<file path="src/rtl/imm_ext_ctrl_pkg.sv">
// Shared constants for the immediate/displacement extension sequencer:
// beat formats, prefix FSM state encodings and default field widths.
package imm_ext_ctrl_pkg;

    localparam int DEF_DATA_W = 32;
    localparam int DEF_IMM_W  = 18;
    localparam int DEF_MD_W   = 22;

    typedef logic [1:0] fmt_t;

    localparam fmt_t FMT_NONE   = 2'd0;
    localparam fmt_t FMT_IMM18  = 2'd1;
    localparam fmt_t FMT_MD22   = 2'd2;
    localparam fmt_t FMT_PREFIX = 2'd3;

    localparam logic [0:0] ST_IDLE = 1'b0;
    localparam logic [0:0] ST_HELD = 1'b1;

endpackage

</file>
<file path="src/rtl/imm_ext_ctrl_sext.sv">
// imm_sext: pure combinational sign extension of an IN_W-bit field to OUT_W bits.
module imm_sext
    import imm_ext_ctrl_pkg::*;
#(
    parameter int IN_W  = DEF_IMM_W,
    parameter int OUT_W = DEF_DATA_W
) (
    input  logic [IN_W-1:0]  field,
    output logic [OUT_W-1:0] value
);

    assign value = {{(OUT_W-IN_W){field[IN_W-1]}}, field};

endmodule

</file>
<file path="src/rtl/imm_ext_ctrl.sv">
// imm_ext_ctrl: decode-stage immediate/displacement extender with one registered output stage.
// Define IMMX_PREFIX_EN to enable PREFIX merging (IDLE/HELD FSM); otherwise fmt 3 flags out_err.
module imm_ext_ctrl
    import imm_ext_ctrl_pkg::*;
#(
    parameter int DATA_W = DEF_DATA_W,
    parameter int IMM_W  = DEF_IMM_W,
    parameter int MD_W   = DEF_MD_W
) (
    input  logic              clk,
    input  logic              reset,
    input  logic              flush,
    input  logic              in_valid,
    output logic              in_ready,
    input  logic [1:0]        in_fmt,
    input  logic [31:0]       in_instr,
    output logic              out_valid,
    input  logic              out_ready,
    output logic [DATA_W-1:0] out_data,
    output logic              out_pfx,
    output logic              out_err
);

    logic [DATA_W-1:0] imm_ext;
    logic [DATA_W-1:0] md_ext;
    logic              accept;
    logic [DATA_W-1:0] nxt_data;
    logic              nxt_pfx;
    logic              nxt_err;
    logic              nxt_beat;
    logic              instr_unused;

    assign instr_unused = ^in_instr[31:MD_W];

    imm_sext #(.IN_W(IMM_W), .OUT_W(DATA_W)) u_sext_imm (
        .field (in_instr[IMM_W-1:0]),
        .value (imm_ext)
    );

    imm_sext #(.IN_W(MD_W), .OUT_W(DATA_W)) u_sext_md (
        .field (in_instr[MD_W-1:0]),
        .value (md_ext)
    );

    assign in_ready = ~out_valid | out_ready;
    assign accept   = in_valid & in_ready;

`ifdef IMMX_PREFIX_EN
    logic [0:0]      state;
    logic [0:0]      nxt_state;
    logic [MD_W-1:0] pfx_reg;
    logic [MD_W-1:0] nxt_pfx_reg;

    always_comb begin
        nxt_data    = '0;
        nxt_pfx     = 1'b0;
        nxt_err     = 1'b0;
        nxt_beat    = 1'b1;
        nxt_state   = state;
        nxt_pfx_reg = pfx_reg;
        case (in_fmt)
            FMT_IMM18: begin
                if (state == ST_HELD) begin
                    nxt_data  = {pfx_reg[DATA_W-IMM_W-1:0], in_instr[IMM_W-1:0]};
                    nxt_pfx   = 1'b1;
                    nxt_state = ST_IDLE;
                end else begin
                    nxt_data = imm_ext;
                end
            end
            FMT_MD22: begin
                if (state == ST_HELD) begin
                    nxt_data  = {pfx_reg[DATA_W-MD_W-1:0], in_instr[MD_W-1:0]};
                    nxt_pfx   = 1'b1;
                    nxt_state = ST_IDLE;
                end else begin
                    nxt_data = md_ext;
                end
            end
            FMT_PREFIX: begin
                // a prefix is absorbed here and never occupies the output stage
                nxt_beat    = 1'b0;
                nxt_pfx_reg = in_instr[MD_W-1:0];
                nxt_state   = ST_HELD;
            end
            default: ;
        endcase
    end

    always_ff @(posedge clk) begin
        if (reset) begin
            state   <= ST_IDLE;
            pfx_reg <= '0;
        end else if (flush) begin
            state   <= ST_IDLE;
            pfx_reg <= '0;
        end else if (accept) begin
            state   <= nxt_state;
            pfx_reg <= nxt_pfx_reg;
        end
    end
`else
    always_comb begin
        nxt_data = '0;
        nxt_pfx  = 1'b0;
        nxt_err  = 1'b0;
        nxt_beat = 1'b1;
        case (in_fmt)
            FMT_IMM18:  nxt_data = imm_ext;
            FMT_MD22:   nxt_data = md_ext;
            FMT_PREFIX: nxt_err  = 1'b1;
            default: ;
        endcase
    end
`endif

    always_ff @(posedge clk) begin
        if (reset) begin
            out_valid <= 1'b0;
            out_data  <= '0;
            out_pfx   <= 1'b0;
            out_err   <= 1'b0;
        end else if (flush) begin
            out_valid <= 1'b0;
        end else if (accept) begin
            out_valid <= nxt_beat;
            if (nxt_beat) begin
                out_data <= nxt_data;
                out_pfx  <= nxt_pfx;
                out_err  <= nxt_err;
            end
        end else if (out_ready) begin
            out_valid <= 1'b0;
        end
    end

endmodule

</file>
<file path="config.mk">
export PLATFORM = sky130hd
export DESIGN_NAME = imm_ext_ctrl
export DESIGN_NICKNAME = d
export VERILOG_FILES = /design/src/rtl/imm_ext_ctrl_pkg.sv /design/src/rtl/imm_ext_ctrl_sext.sv /design/src/rtl/imm_ext_ctrl.sv
export SDC_FILE = /design/constraint.sdc
export NUM_CORES = 1
export LEC_CHECK = 0
export CAP_MARGIN = 10
export CORE_MARGIN = 3
export CORE_UTILIZATION = 37
export CTS_BUF_LIST = sky130_fd_sc_hd__clkbuf_8
export CTS_CLUSTER_DIAMETER = 100
export CTS_CLUSTER_SIZE = 16
export DETAILED_ROUTE_END_ITERATION = 10
export GPL_ROUTABILITY_DRIVEN = 0
export MAX_ROUTING_LAYER = met4
export PLACE_DENSITY_LB_ADDON = 0.2
export SYNTH_ARGS = -nofsm -noshare
export SYNTH_HDL_FRONTEND = slang
export SYNTH_SLANG_ARGS = --single-unit
</file>
<file path="constraint.sdc">
create_clock -name clk -period 1.95 [get_ports clk]
set_clock_uncertainty 0.15 [all_clocks]
set_input_delay 0.585 -clock clk [delete_from_list [all_inputs] [get_ports clk]]
set_output_delay 0.585 -clock clk [all_outputs]
set_load 0.05 [all_outputs]
</file>
Yosys cells after proc, flatten, opt, wreduce, memory -nomap -nowiden

Cells that the tools add are included.

Logic and storage cells: 17
Bits of input ports: 39
Register bits: 34
Output and inout port bits: 36

Eq/ne operators: 3
Mux-type cells: 4
Bitwise gates (word level): 4
Reduce and logical (&&, ||, !) cells: 3

Operators with widths:

| operator             | number |
|---|---|
| $pmux W32 S2         | 1 |
| $eq A2 B2 Y1 const B | 2 |
| $mux W1              | 3 |
| $eq A2 B1 Y1 const B | 1 |
| $not A1 Y1           | 2 |
| $reduce_and A2 Y1    | 1 |
| $reduce_bool A2 Y1   | 1 |
| $reduce_or A2 Y1     | 1 |
| $and A1 B1 Y1        | 1 |
| $or A1 B1 Y1         | 1 |

Depth between registers and ports, before layout

Depth in word-level cells: 4
Mapped depth: 7
Gate-level depth less buffers: 5

Hierarchy

Synthesis repeated with hierarchy kept, for this count alone.

Cell total of the unflattened synthesis: 193
Area total of the unflattened synthesis: 1899.3 um^2

By module, submodules not included:

| module       | cells each | area each (um^2) | sequential area each (um^2) | instances |
|---|---|---|---|---|
| imm_ext_ctrl | 129        | 1418.9           | 680.7                       | 1 |
| imm_sext     | 32         | 240.2            | 0.0                         | 2 |

Least setup slack after synthesis

Ideal clock, no wire load.

Path kind: register to output
From: register out_valid
To: output port in_ready
Buffers on the path: 1
Slack: 91 ps
Cell stages (with the launch flop): 4
Arrival time: 1124 ps
Required time: 1215 ps
Cell sequence: dfxtp_1 nor2b_1 inv_2 buf_6

Word-level cells in the longest chain between the ends: 2

RTL lines:

| element                | line                | text |
|---|---|---|
| start, declared        | imm_ext_ctrl.sv:17  | `output logic out_valid,` |
| start signal, assigned | imm_ext_ctrl.sv:126 | `out_valid <= nxt_beat;` |
| $not A1 Y1             | imm_ext_ctrl.sv:45  | `assign in_ready = ~out_valid \| out_ready;` |
| $or A1 B1 Y1           | imm_ext_ctrl.sv:45  |  |
| end, declared          | imm_ext_ctrl.sv:14  | `output logic in_ready,` |

No other way between the ends.

Final worst setup path

From: input port out_ready
To: output port in_ready

Word-level cells in the longest chain between the ends: 1

RTL lines:

| element         | line               | text |
|---|---|---|
| start, declared | imm_ext_ctrl.sv:18 | `input logic out_ready,` |
| $or A1 B1 Y1    | imm_ext_ctrl.sv:45 |  |

No other way between the ends.

==> metrics <==
worst min path class=reg2reg; first-pass GRT wire length=5.94 mm; Net Count, Synth=171; path depth of the worst reg2reg path=5; worst r2r dst=out_data[19]; PwrDens=567 nW/um^2; Most used DFF post-synth=dfxtp_1; H-tree Lvls=1; Total Routed Length=3.89 mm; Finish-stage setup viols=0; Core Box Area=2850 sq um; total number of vias=1,211; CP max stage delay=0.19 ns; multi-input logic area=495 sq um; Hold EP=out_data[18]; crit path cell chain=clkdlybuf4s15_1, nor2b_2, inv_2, buf_8; crit end category=primary output; Buf/Inv on CP=3; Design Power=1.26 mW; fin crit period=1.92 ns; Final ANT Viol Nets=0; CTS Buf Count=3; remaining global-route overflow=0; initial DRC count=27; die area=3810 sq um; fmax=520 MHz; startpoint types=input pin; vias in the first global route=1,242; top-count cell post-synth=dfxtp_1; initial antenna violation count=0; Max VDD drop=0.400 mV; layout cells sized above 1=32.6%; Slew Limit Fails=0; CTS Sinks=24; placed instance area=2080 sq um; Worst EP arrival=1.19 ns; synthesized area=1150 sq um; top cells by area, synth=dfxtp_1, a21oi_1, nand4_1; hold depth=1; largest net degree at the start of global routing=22; Filler Cell Count=202; TritonCTS clock tree=yes; worst r2r src=out_valid; Die H=61.7 um; Synth top cells by count=dfxtp_1, a21oi_1, nand4_1; Final Hold Viols=0; sequential element share of the synthesized area=41.8%; share of the synthesized area in the top cell type=41.8%; WP data required=1.21 ns; # diodes=0; vias per cell=5.56; Ys Warns=0; Worst-Skew Late Latency=0.27 ns; drt wl/cell=17.8 um; Cells after Synth=129; flop2flop setup slack=0.51 ns; hold path startpoint=out_data[18]; nets=230; Chip Width=61.7 um; Area Overhead vs Synth=93.8%; synthesized area per cell=8.90 sq um; CTS Buffer Depth=2; number of cells after detailed placement=212; PortBufs=63; dpl hpwl=2.71 mm; register area=480 sq um; Initial Util=40.3%; RSZ-0062 raised after global routing=no; synthesized flop and latch total=24; root buffer cell=clkbuf_8; Worst-path clk slew=0.09 ns; static leakage=0.826 nW; Layout Cells excl Fill=218; ys async rst share=0%; maximum fanout along the worst path=2; final period utilization=98.6%; CP top delay family=buffers and inverters; critical path class=in2out; row cnt=19; 1st-pass router iterations=4; Synth cell types=25; Post-synth EDFFs=0; Final Cell Area=2230 sq um; DRC=0; area leader, netlist=dfxtp_1; slowest CP cell=clkdlybuf4s15_1; I/O pin total=75; GRT Total Usage=22.2%; crit path from=out_ready; outcome=complete, no violations; Max Cap Violations=0
==> layout by cell type, fill, tap and decap left out, types with 2 or more instances in the layout <==
cell / n
a21oi_1: 22
a21oi_2: 2
buf_12: 36
buf_4: 11
clkbuf_8: 3
clkdlybuf4s50_1: 25
dfxtp_1: 24
dlygate4sd2_1: 2
ha_1: 2
inv_2: 2
nand3_1: 2
nand4_1: 18
nor3_1: 2
o21ai_0: 9
o21ai_1: 10
o2bb2ai_1: 4
==> how the worst max path moves through the flow <==
stage	slack, ns	depth (start not counted)	endpoint
3_3_place_gp	-0.33	7	out_data[6]
2_1_floorplan	0.09	3	in_ready
4_1_cts	0.03	4	in_ready
6_report	0.03	4	in_ready
3_5_place_dp	-0.42	7	out_data[6]
5_1_grt	0.02	4	in_ready
==> flip-flops by register name (all words and copies together), names as in the netlist <==
name and flops:
out_data 22, out_err 1, out_valid 1
==> worst reg2reg max path, delay by kind of cell (launching register included) <==
kind / cells / cell delay, ns
flip-flops: 1 / 0.36
AO/OA/AOI/OAI: 2 / 0.36
buffers and inverters: 2 / 0.29
AND/OR/NAND/NOR: 1 / 0.22
==> stage by stage <==
| step | hold WS (ns) | setup WS (ns) | setup TNS (ns) | util (%) |
|---|---|---|---|---|
| global placement | 0.347 | -0.333 | -7.28 | 73.1 |
| finish | 0.362 | 0.0270 | 0 | 78.0 |
| CTS | 0.365 | 0.0274 | 0 | 78.0 |
| global route | 0.370 | 0.0176 | 0 | 78.0 |
| floorplan | 0.514 | 0.0914 | 0 | - |
| detailed placement | 0.353 | -0.423 | -8.48 | 73.1 |
==> where the power goes <==
| group | internal, mW | leakage, nW | switching [mW] | total [mW] |
|---|---|---|---|---|
| registers | 0.500 | 0.194 | 0.0105 | 0.511 |
| logic | 0.162 | 0.596 | 0.145 | 0.307 |
| clock network | 0.275 | 0.0357 | 0.170 | 0.445 |
| total | 0.937 | 0.826 | 0.326 | 1.26 |
==> logic make-up (layout without fill, tap and decap cells) <==
kind of cell,after synthesis,after routing,share of synthesized area [%]
AOI/OAI and AO/OA,48,48,23.0
and+or+nand+nor,27,27,14.4
buffers and inverters,26,84,17.2
DFF,24,24,41.8
adders and majority gates,3,3,3.27
other,1,1,0.326
==> timing repair <==
| action | CTS | global route |
|---|---|---|
| hold buffers | 0 | 0 |
| setup buffers | 1 | 0 |
| setup endpoints to repair | 23 | 1 |
| pin swaps | 2 | 0 |
| cloned | 1 | 0 |
| gates resized for setup | 11 | 1 |
==> routing by layer <==
metal | track usage, % | vias to the layer above | routed length, um
met2 | 37.5 | 53 | 2000
li1 | - | 572 | -
met3 | 3.93 | 8 | 218
met5 | - | - | 0
met4 | 8.48 | 0 | 70
met1 | 26.1 | 578 | 1600
==> cell type report <==
type | count | area share, %
sequential | 24 | 21.6
clock inverter | 1 | 1.35
inverter | 3 | 0.506
tap | 31 | 1.74
clock buffer | 3 | 1.85
multi-input combinational | 79 | 22.3
timing repair buffer | 77 | 50.7
No activity file was read; power rests on OpenSTA's default activity.
